--- src/rtl/ram_port_arbiter.sv ---
// ---------------------------------------------------------------------------
// ram_port_arbiter
//
// Shares one single-port RAM between two requesters: r0 (CPU data port) and
// r1 (loader/DMA). Each access is a fixed four-state sequence:
//   IDLE  -> sample requests, pick a grantee, latch its command fields
//   ISSUE -> drive the RAM for exactly one cycle
//   WAIT  -> RAM read data is valid; capture it (reads only)
//   DONE  -> one-cycle completion pulse to the grantee
// When both requesters ask in the same IDLE cycle, the one that was not
// granted last wins, so continuous contention alternates strictly.
//
// Every output is either a register or a decode of the state register, so
// no input reaches an output combinationally.
//
// Ports
//   axi_aclk_i, axi_aresetn_i      clock, asynchronous active-low reset
//   rN_req_i                       access request, held until rN_done_o
//   rN_wen_i                       1 = write, 0 = read
//   rN_addr_i                      word address
//   rN_wdata_i, rN_wstrb_i         write data and byte strobes
//   rN_done_o                      one-cycle completion pulse
//   rdata_o                        read data, qualified by rN_done_o
//   busy_o                         an access is in progress
//   ram_en_o, ram_wen_o            RAM enable / write enable
//   ram_addr_o                     RAM word address
//   ram_wdata_o, ram_wstrb_o       RAM write data / byte strobes
//   ram_rdata_i                    RAM read data, valid the cycle after a read
// ---------------------------------------------------------------------------
module ram_port_arbiter #(
    parameter int ADDR_WIDTH = 14
) (
    input  logic                  axi_aclk_i,
    input  logic                  axi_aresetn_i,

    input  logic                  r0_req_i,
    input  logic                  r0_wen_i,
    input  logic [ADDR_WIDTH-1:0] r0_addr_i,
    input  logic [31:0]           r0_wdata_i,
    input  logic [3:0]            r0_wstrb_i,
    output logic                  r0_done_o,

    input  logic                  r1_req_i,
    input  logic                  r1_wen_i,
    input  logic [ADDR_WIDTH-1:0] r1_addr_i,
    input  logic [31:0]           r1_wdata_i,
    input  logic [3:0]            r1_wstrb_i,
    output logic                  r1_done_o,

    output logic [31:0]           rdata_o,
    output logic                  busy_o,

    output logic                  ram_en_o,
    output logic                  ram_wen_o,
    output logic [ADDR_WIDTH-1:0] ram_addr_o,
    output logic [31:0]           ram_wdata_o,
    output logic [3:0]            ram_wstrb_o,
    input  logic [31:0]           ram_rdata_i
);

    localparam int DATA_W = 32;
    localparam int STRB_W = DATA_W / 8;

    typedef enum logic [1:0] {
        IDLE  = 2'd0,
        ISSUE = 2'd1,
        WAIT  = 2'd2,
        DONE  = 2'd3
    } state_t;

    state_t state;
    state_t state_next;

    // Requester identity: 0 = r0, 1 = r1.
    logic last_grant;
    logic grant;
    logic grant_next;
    logic any_req;

    // Command fields of the access in flight, frozen at grant time.
    logic                  acc_wen;
    logic [ADDR_WIDTH-1:0] acc_addr;
    logic [DATA_W-1:0]     acc_wdata;
    logic [STRB_W-1:0]     acc_wstrb;

    // Command fields of the requester about to be granted.
    logic                  sel_wen;
    logic [ADDR_WIDTH-1:0] sel_addr;
    logic [DATA_W-1:0]     sel_wdata;
    logic [STRB_W-1:0]     sel_wstrb;

    logic [DATA_W-1:0]     rdata_reg;

    // -----------------------------------------------------------------------
    // Arbitration: a lone requester wins outright; on a tie the requester
    // that did not win last time goes first.
    // -----------------------------------------------------------------------
    always_comb begin
        any_req    = r0_req_i | r1_req_i;
        grant_next = 1'b0;
        if (r0_req_i && r1_req_i) begin
            grant_next = ~last_grant;
        end else if (r1_req_i) begin
            grant_next = 1'b1;
        end

        sel_wen   = r0_wen_i;
        sel_addr  = r0_addr_i;
        sel_wdata = r0_wdata_i;
        sel_wstrb = r0_wstrb_i;
        if (grant_next) begin
            sel_wen   = r1_wen_i;
            sel_addr  = r1_addr_i;
            sel_wdata = r1_wdata_i;
            sel_wstrb = r1_wstrb_i;
        end
    end

    // -----------------------------------------------------------------------
    // Next-state logic. Requests are only looked at in IDLE; the rest of the
    // sequence advances unconditionally.
    // -----------------------------------------------------------------------
    always_comb begin
        state_next = state;
        case (state)
            IDLE:    if (any_req) state_next = ISSUE;
            ISSUE:   state_next = WAIT;
            WAIT:    state_next = DONE;
            DONE:    state_next = IDLE;
            default: state_next = IDLE;
        endcase
    end

    // -----------------------------------------------------------------------
    // State, grant bookkeeping and captured command/read data. last_grant
    // resets to r1 so the first contended grant after reset goes to r0.
    // -----------------------------------------------------------------------
    always_ff @(posedge axi_aclk_i or negedge axi_aresetn_i) begin
        if (!axi_aresetn_i) begin
            state      <= IDLE;
            last_grant <= 1'b1;
            grant      <= 1'b0;
            acc_wen    <= 1'b0;
            acc_addr   <= '0;
            acc_wdata  <= '0;
            acc_wstrb  <= '0;
            rdata_reg  <= '0;
        end else begin
            state <= state_next;

            if (state == IDLE && any_req) begin
                grant      <= grant_next;
                last_grant <= grant_next;
                acc_wen    <= sel_wen;
                acc_addr   <= sel_addr;
                acc_wdata  <= sel_wdata;
                acc_wstrb  <= sel_wstrb;
            end

            // Writes leave the last read value in place.
            if (state == WAIT && !acc_wen) begin
                rdata_reg <= ram_rdata_i;
            end
        end
    end

    // -----------------------------------------------------------------------
    // Outputs: registers, or registers gated by a state decode. Strobes and
    // write enable are forced low on reads and outside ISSUE.
    // -----------------------------------------------------------------------
    always_comb begin
        ram_en_o    = (state == ISSUE);
        ram_wen_o   = (state == ISSUE) && acc_wen;
        ram_wstrb_o = ((state == ISSUE) && acc_wen) ? acc_wstrb : '0;
        ram_addr_o  = acc_addr;
        ram_wdata_o = acc_wdata;
        r0_done_o   = (state == DONE) && !grant;
        r1_done_o   = (state == DONE) && grant;
        busy_o      = (state != IDLE);
        rdata_o     = rdata_reg;
    end

endmodule

--- config.mk ---
export PLATFORM = sky130hd
export DESIGN_NAME = ram_port_arbiter
export DESIGN_NICKNAME = d
export VERILOG_FILES = /design/src/rtl/ram_port_arbiter.sv
export SDC_FILE = /design/constraint.sdc
export NUM_CORES = 1
export LEC_CHECK = 0
export ABC_CLOCK_PERIOD_IN_PS = 2600
export CAP_MARGIN = 5
export CORE_ASPECT_RATIO = 0.8
export CORE_MARGIN = 2
export CORE_UTILIZATION = 50
export CTS_CLUSTER_DIAMETER = 80
export CTS_CLUSTER_SIZE = 30
export DETAILED_ROUTE_END_ITERATION = 6
export DONT_BUFFER_PORTS = 1
export PLACE_DENSITY_LB_ADDON = 0.08
export SLEW_MARGIN = 20
export SYNTH_ARGS = -nofsm -noshare
export SYNTH_HDL_FRONTEND = slang
export SYNTH_SLANG_ARGS = --single-unit
--- constraint.sdc ---
create_clock -name axi_aclk_i -period 2.6 [get_ports axi_aclk_i]
set_input_delay 0.26 -clock axi_aclk_i [delete_from_list [all_inputs] [get_ports axi_aclk_i]]
set_output_delay 0.26 -clock axi_aclk_i [all_outputs]
set_load 0.02 [all_outputs]
---- Yosys cells after proc, flatten, opt, wreduce, memory -nomap -nowiden ----
Index checks and enable logic that the tools add are counted.
Widths: inputs -> output; s select.
word-level totals
  output and inout bits ................... 87
  logic and storage cells ................. 33
  bits in registers ....................... 87
cells by class
  mux-type cells .......................... 9
  bitwise gates (word level) .............. 2
  equal/unequal tests ..................... 4
  reductions and logical operators ........ 10
operator list
  kind                count
  $mux 32             1
  $mux 14             1
  $mux 4              2
  $pmux 2 s4          1
  $logic_and 1x1->1   6
  $eq 2x2->1 const B  2
  $mux 1              3
  $eq 2x1->1 const B  1
  $logic_not 1->1     2
  $logic_not 2->1     1
  $mux 2              1
  $ne 2x2->1 const B  1
  $reduce_bool 2->1   1
  $not 1->1           1
  $or 1x1->1          1

---- Depth between registers and ports, before layout ----
Gate-level depths: netlist of the first run.
  depth after elaboration ................. 3
  mapped depth ............................ 7
  depth with buffers taken out ............ 5

---- Least setup slack after synthesis of the first run ----
No wires, ideal clock.
  path kind ............................... reg2reg
  start ................................... reg state[0]
  end ..................................... reg state[1]
  setup slack ............................. 1,074 ps
  stages on the path, launching flop included .. 5
  required time ........................... 2,475 ps
  arrival ................................. 1,402 ps
  buffers on the path ..................... 0
  cells stage by stage .................... dfrtp_1 -> inv_1 -> ha_1 -> nor3b_1 -> mux2_2
between the ends
  word-level cells in the longest chain between the ends .. 2
  elaborated cells on any way between the ends .. 6
RTL lines
  element                                   RTL line  text
  from (decl)                               71        state_t state;
  from (signal assigned)                    149       state <= state_next;
  $eq 2x2->1, or another cell as far along  125       case (state)
  $pmux 2 s4 or $ne 2x2->1 (tied branches)  --
Parallel ways exist; a longest one is shown, timed or not.
A chain may end at the register's enable or synchronous reset.

---- Worst setup path after layout of the first run ----
  start ................................... reg state[0]
  end ..................................... reg acc_addr[1], in the netlist ram_addr_o[1]
between the ends
  word-level cells in the longest chain between the ends .. 2
RTL lines
  element               RTL line  text
  $logic_not 2->1       151       if (state == IDLE && any_req) begin
  $logic_and 1x1->1     151
  to (signal assigned)  155       acc_addr <= sel_addr;
  to (decl)             82        logic [ADDR_WIDTH-1:0] acc_addr;
No other way between the ends.

==> summary.md, run 1 <==
| Metric | Value |
|---|---|
| Startpoint class of the critical path | register |
| Largest net degree at the start of global routing | 88 |
| Routed Antenna Nets | 0 |
| CTS max path bufs | 2 |
| Post-cts sizing count | 0 |
| Clock tree from TritonCTS | built |
| Number of buffers added for setup after CTS | 0 |
| Most common flop cell mapped by yosys | dfrtp_1 |
| Leakage power figure | 1.82 nW |
| Total number of vias | 2,664 |
| CTS H-tree depth | 3 |
| Highest ir drop seen on vdd | 649 µV |
| Root Buffer Master | clkbuf_8 |
| Number of nets in the synthesized netlist | 521 |
| Crit-path slowest cell | o21a_2 |
| Vert. Die Dim | 82.2 µm |
| Number of buffers inserted by port buffering | 0 |
| Post-DR vias/cell | 5.55 |
| Min-Delay Path Class | input pin to register |
| First-iteration detailed-routing DRC count | 101 |
| Portion of the post-synthesis area used by sequential elements | 56.9% |
| Family with the most delay on the worst path | compound AO/OA/AOI/OAI gates |
| Final hold violation count | 0 |
| I/O pin count | 225 |
| CP peak stage delay | 550 ps |
| Total track usage | 20.9% |
| Setup_tns | 0 ps |
| Setup skew after layout | 7.60 ps |
| Floorplan die area | 0.00837 mm² |
| Antenna fix cells | 0 |
| Placement Rows | 28 |
| Fmax | 0.523 GHz |
| Syn Inst Count | 378 |
| Number of distinct library cells after synthesis | 24 |
| Total grt overflow | 0 |
| Highest fanout seen on the critical path | 27 |
| Number of max-slew violations in the final report | 0 |
| Number of synthesized flops with an enable pin | 0 |
| Antenna violations before repair | 0 |
| Die width | 102 µm |
| Routed Wire Length | 9100 µm |
| Result of the run | completed |
| Critical path buffer and inverter count | 2 |
| Number of violations of the max-capacitance limit | 0 |
| Average size of a mapped cell | 10.1 µm² |
| HPWL after DPL | 6390 µm |
| Clock Pin Slew Worst Setup and Hold Paths | 90 ps |
| Final Setup Violations | 0 |
| Clk sink count | 87 |
| Total number of nets in the final design | 513 |
| Final Cycle Share | 73.5% |
| Count of synthesis-stage warnings from yosys | 0 |
| Total core area | 0.00739 mm² |
| Layout cell share with drive strength beyond 1 | 15.5% |
| Required time reported for the critical path endpoint | 2870 ps |
| Critical setup path kind | register to register |
| Final WS setup | 689 ps |
| Worst-margin pin slew | 560 ps |
| Shortest clock period the worst path allows after layout | 1910 ps |
| Share of flip-flops with an asynchronous set or reset after synthesis | 100% |
| Vias in the first global route | 2,714 |
| Setup WS pre-CTS | 655 ps |
| Residual DRC | 0 |
| Hold buffer count at CTS | 3 |
| Clock latency reported for the late side of the worst-skew pair | 350 ps |
| Mapped Area | 0.00383 mm² |
| Initial cell density of the core | 51.8% |
| First-pass GRT wire length | 13,400 µm |
| Final-layout worst hold slack | 34.7 ps |
| Flip-flop and latch count after synthesis | 87 |
| Final total power | 0.00618 W |
| Power Density | 1490 mW/mm² |
| Placer congestion estimate | 0.749 |
| Arrival time reported for the critical path endpoint | 2180 ps |
| Sequence of cells on the critical path | inv_1, ha_1, o21a_2, buf_12, nor2_1, a21oi_1 |
| Worst rel slew slack | 62.6% |
| Iteration count of the initial detailed-routing pass | 4 |
| Type of element capturing the critical path | register |
| Unrepaired setup endpoints after global routing | no |
| Area Growth Syn to Fin | 8.76% |
| Number of buffers added by the clock tree synthesis step | 9 |
| Drt wl/cell | 19.0 µm |
## through the flow
stage	util (%)	instances	cell area, µm²
3_3_place_gp	52.3	461	3870
6_report	56.3	480	4160
2_1_floorplan	-	378	3830
4_1_cts	56.3	480	4160
3_5_place_dp	52.3	461	3870
5_1_grt	56.3	480	4160
## cell families (layout without fill, tap and decap cells)
group           after synthesis  in the layout  synth area share, %
buf+inv                      30             27                 4.90
compound gates              110            110                 15.1
simple gates                113            113                 11.7
mux                          33             33                 9.71
flops                        87             87                 56.9
fa+ha+maj                     5              5                 1.64
## cell type report
cell class,count,area [µm²]
Clock buffer,11,141
Clock inverter,5,105
Fill cell,665,3230
Inverter,3,11.3
Multi-Input combinational cell,261,1470
Sequential cell,87,2180
Tap cell,105,131
Timing Repair Buffer,8,123
## layout by cell type (no fill, tap or decap), types with 3 or more instances in the layout
| cell type | synthesis | final |
|---|---|---|
| nand2_1 | 52 | 52 |
| mux2_2 | 31 | 31 |
| dfrtp_1 | 86 | 86 |
| ha_1 | 5 | 5 |
| a21oi_1 | 104 | 104 |
| clkbuf_8 | 0 | 10 |
| inv_1 | 3 | 3 |
| bufinv_16 | 0 | 3 |
| buf_12 | 0 | 3 |
| and3_1 | 4 | 4 |
| nor2_1 | 51 | 51 |
## metal layers
layer,wire length [µm],GRT usage (%)
met2,4420,34.5
met5,0,0
met4,104,7.70
met1,3610,25.1
met3,960,8.16
## worst reg2reg max path, cell delays in order, from the launching register on
cell     delay (ps)
dfrtp_1         410
inv_1           130
ha_1            310
o21a_2          550
buf_12          250
nor2_1           60
a21oi_1         130
## path summary, 6_finish.rpt
path / end / slack (ps) / cells past startpoint / start
max in group asynchronous: rdata_o[28] / 1770 / 2 / axi_aresetn_i
min in group asynchronous: ram_wdata_o[25] / 470 / 2 / axi_aresetn_i
setup reg to reg: ram_addr_o[1] / 690 / 6 / state[0]
hold / removal: ram_addr_o[0] / 30 / 2 / r0_addr_i[0]
setup / recovery: ram_addr_o[1] / 690 / 6 / state[0]
hold reg to reg: grant / 510 / 2 / grant
## cell usage after synthesis, types with 3 or more instances
master	number	share of area [%]
nand2_1	52	5.1
a21oi_1	104	14
buf_4	4	0.78
dfrtp_1	86	56
buf_6	5	1.5
nor2_1	51	5.0
and3_1	4	0.65
inv_1	3	0.29
buf_2	17	2.2
mux2_2	31	9.1
ha_1	5	1.6
## state kept, by name, indices dropped and copies added, names as in the netlist
signal,cells
ram_wdata_o,32
rdata_o,32
ram_addr_o,14
acc_wstrb,4
state,2
acc_wen,1
grant,1
last_grant,1
## power breakdown
group          internal, W  switching (W)
Sequential         0.00205        0.00127
Combinational     0.000762       0.000964
Clock             0.000665       0.000463
Total              0.00348        0.00270
Power figures use the tool's default switching activity.
==> run 2: changes to the inputs <==
ABC_CLOCK_PERIOD_IN_PS = 1950   (was 2600)
clock period = 1.95 ns   (was 2.6 ns; I/O delays follow)
==> summary.md, run 2 (same netlist as run 1, synthesis figures left out) <==
| Metric | Value |
|---|---|
| Post-DR vias/cell | 5.41 (was 5.55) |
| Largest net degree at the start of global routing | 88 (unchanged) |
| Clock tree from TritonCTS | built (unchanged) |
| Floorplan die area | 0.00837 mm² (unchanged) |
| Number of violations of the max-capacitance limit | 0 (unchanged) |
| Commonest cells after routing, fill and taps aside | a21oi_1, dfrtp_1, dlygate4sd3_1 (was a21oi_1, dfrtp_1, nand2_1) |
| Final WS setup | 101 ps (was 689 ps) |
| Vias in the first global route | 3,042 (was 2,714) |
| Setup_tns | 0 ps (unchanged) |
| Shortest clock period the worst path allows after layout | 1850 ps |
| Critical setup path kind | register to primary output (was register to register) |
| Routed Antenna Nets | 0 (unchanged) |
| Initial cell density of the core | 51.8% (unchanged) |
| Final-layout worst hold slack | -469 ps (was 34.7 ps) |
| Root Buffer Master | clkbuf_8 (unchanged) |
| Final hold violation count | 87 (was 0) |
| CTS max path bufs | 2 (unchanged) |
| Placement Rows | 28 (unchanged) |
| First-iteration detailed-routing DRC count | 96 (was 101) |
| Fmax | 0.541 GHz |
| Required time reported for the critical path endpoint | 1750 ps (was 2870 ps) |
| HPWL after DPL | 6400 µm (was 6390 µm) |
| Type of element capturing the critical path | primary output (was register) |
| Total number of vias | 3,049 (was 2,664) |
| Residual DRC | 0 (unchanged) |
| Post-cts sizing count | 0 (unchanged) |
| Worst-margin pin slew | 583 ps (was 560 ps) |
| Placer congestion estimate | 0.750 (was 0.749) |
| Total core area | 0.00739 mm² (unchanged) |
| Antenna violations before repair | 0 (unchanged) |
| Setup skew after layout | 5.18 ps (was 7.60 ps) |
| Final Setup Violations | 0 (unchanged) |
| Die width | 102 µm (unchanged) |
| Antenna fix cells | 0 (unchanged) |
| Final total power | 0.00838 W (was 0.00618 W) |
| CTS H-tree depth | 3 (unchanged) |
| Clk sink count | 87 (unchanged) |
| Iteration count of the initial detailed-routing pass | 4 (unchanged) |
| Result of the run | complete, but fails checks (was completed) |
| First-pass GRT wire length | 15,000 µm (was 13,400 µm) |
| Number of max-slew violations in the final report | 0 (unchanged) |
| Total number of nets in the final design | 597 (was 513) |
| I/O pin count | 225 (unchanged) |
| Multi-input combinational cell area | 0.00147 mm² (unchanged) |
| Startpoint class of the critical path | register (unchanged) |
| Number of buffers added by the clock tree synthesis step | 9 (unchanged) |
| Violations in the final reports | negative hold slack |
| Arrival time reported for the critical path endpoint | 1650 ps (was 2180 ps) |
| Highest fanout seen on the critical path | 6 (was 27) |
| Hold buffer count at CTS | 85 (was 3) |
| Unrepaired setup endpoints after global routing | no (unchanged) |
| Vert. Die Dim | 82.2 µm (unchanged) |
| Clock latency reported for the late side of the worst-skew pair | 350 ps (about the same) |
| Worst rel slew slack | 61.1% (was 62.6%) |
| Drt wl/cell | 17.8 µm (was 19.0 µm) |
| Total track usage | 23.4% (was 20.9%) |
| Most common cell after layout, fill and taps aside | a21oi_1 (unchanged) |
| Routed Wire Length | 10,100 µm (was 9100 µm) |
| Sequential cell area | 0.00218 mm² (unchanged) |
| Setup WS pre-CTS | 274 ps (was 655 ps) |
| Leakage power figure | 2.16 nW (was 1.82 nW) |
| Highest ir drop seen on vdd | 865 µV (was 649 µV) |
| Number of buffers added for setup after CTS | 0 (unchanged) |
| Layout cell share with drive strength beyond 1 | 12.9% (was 15.5%) |
| Clock Pin Slew Worst Setup and Hold Paths | 80 ps (was 90 ps) |
| Min-Delay Path Class | input pin to asynchronous set/reset pin (was input pin to register) |
| Final Cycle Share | 94.8% |
| Power Density | 1680 mW/mm² (was 1490 mW/mm²) |
| Filler cells | 541 (was 665) |
| Number of buffers inserted by port buffering | 0 (unchanged) |
| Area Growth Syn to Fin | 30.2% (was 8.76%) |
| Total grt overflow | 0 (unchanged) |
## run 2: per-stage QoR
stage          utilization, %  instance area, µm²  cells
2_1_floorplan               -                3830    378
3_3_place_gp             52.9                3910    463
3_5_place_dp             52.9                3910    463
6_report                 67.4                4980    564
5_1_grt                  67.4                4980    564
4_1_cts                  67.4                4980    564
## run 2: where the power goes
group / switching (W) / internal (W) / leakage (nW)
Sequential: 0.00172 / 0.00274 / 0.994
Clock: 0.000645 / 0.000731 / 0.107
Combinational: 0.00134 / 0.00120 / 1.06
Total: 0.00371 / 0.00467 / 2.16
## run 2: final timing paths
path | startpoint | end | slack [ps] | cells past startpoint
setup / recovery | state[1] | ram_wstrb_o[1] | 100 | 3
hold / removal | axi_aresetn_i | ram_addr_o[3] | -470 | 0
setup reg to reg | state[0] | last_grant | 260 | 5
hold reg to reg | grant | grant | 510 | 2
max in group asynchronous | axi_aresetn_i | last_grant | 2210 | 0
min in group axi_aclk_i | r1_wdata_i[13] | ram_wdata_o[13] | 50 | 2
## run 2: layer usage
metal / global-route usage, % / share of wire (%)
met2: 40.2 / 52
met5: 0 / 0
met4: 4.86 / 0.96
met1: 28.2 / 38
met3: 9.09 / 9.7
## run 2: area by class of cell
class	count	area share (%)
repair buffers	92	19.4
inverters	3	0.226
clock buffers	10	2.56
multi-input cells	261	29.5
clock inverters	6	1.88
flip-flops and latches	87	43.7
well taps	105	2.64
## run 2: critical path: stages (launching register included)
cell	delay [ps]
dfrtp_1	420
inv_1	120
ha_1	410
and3_1	370
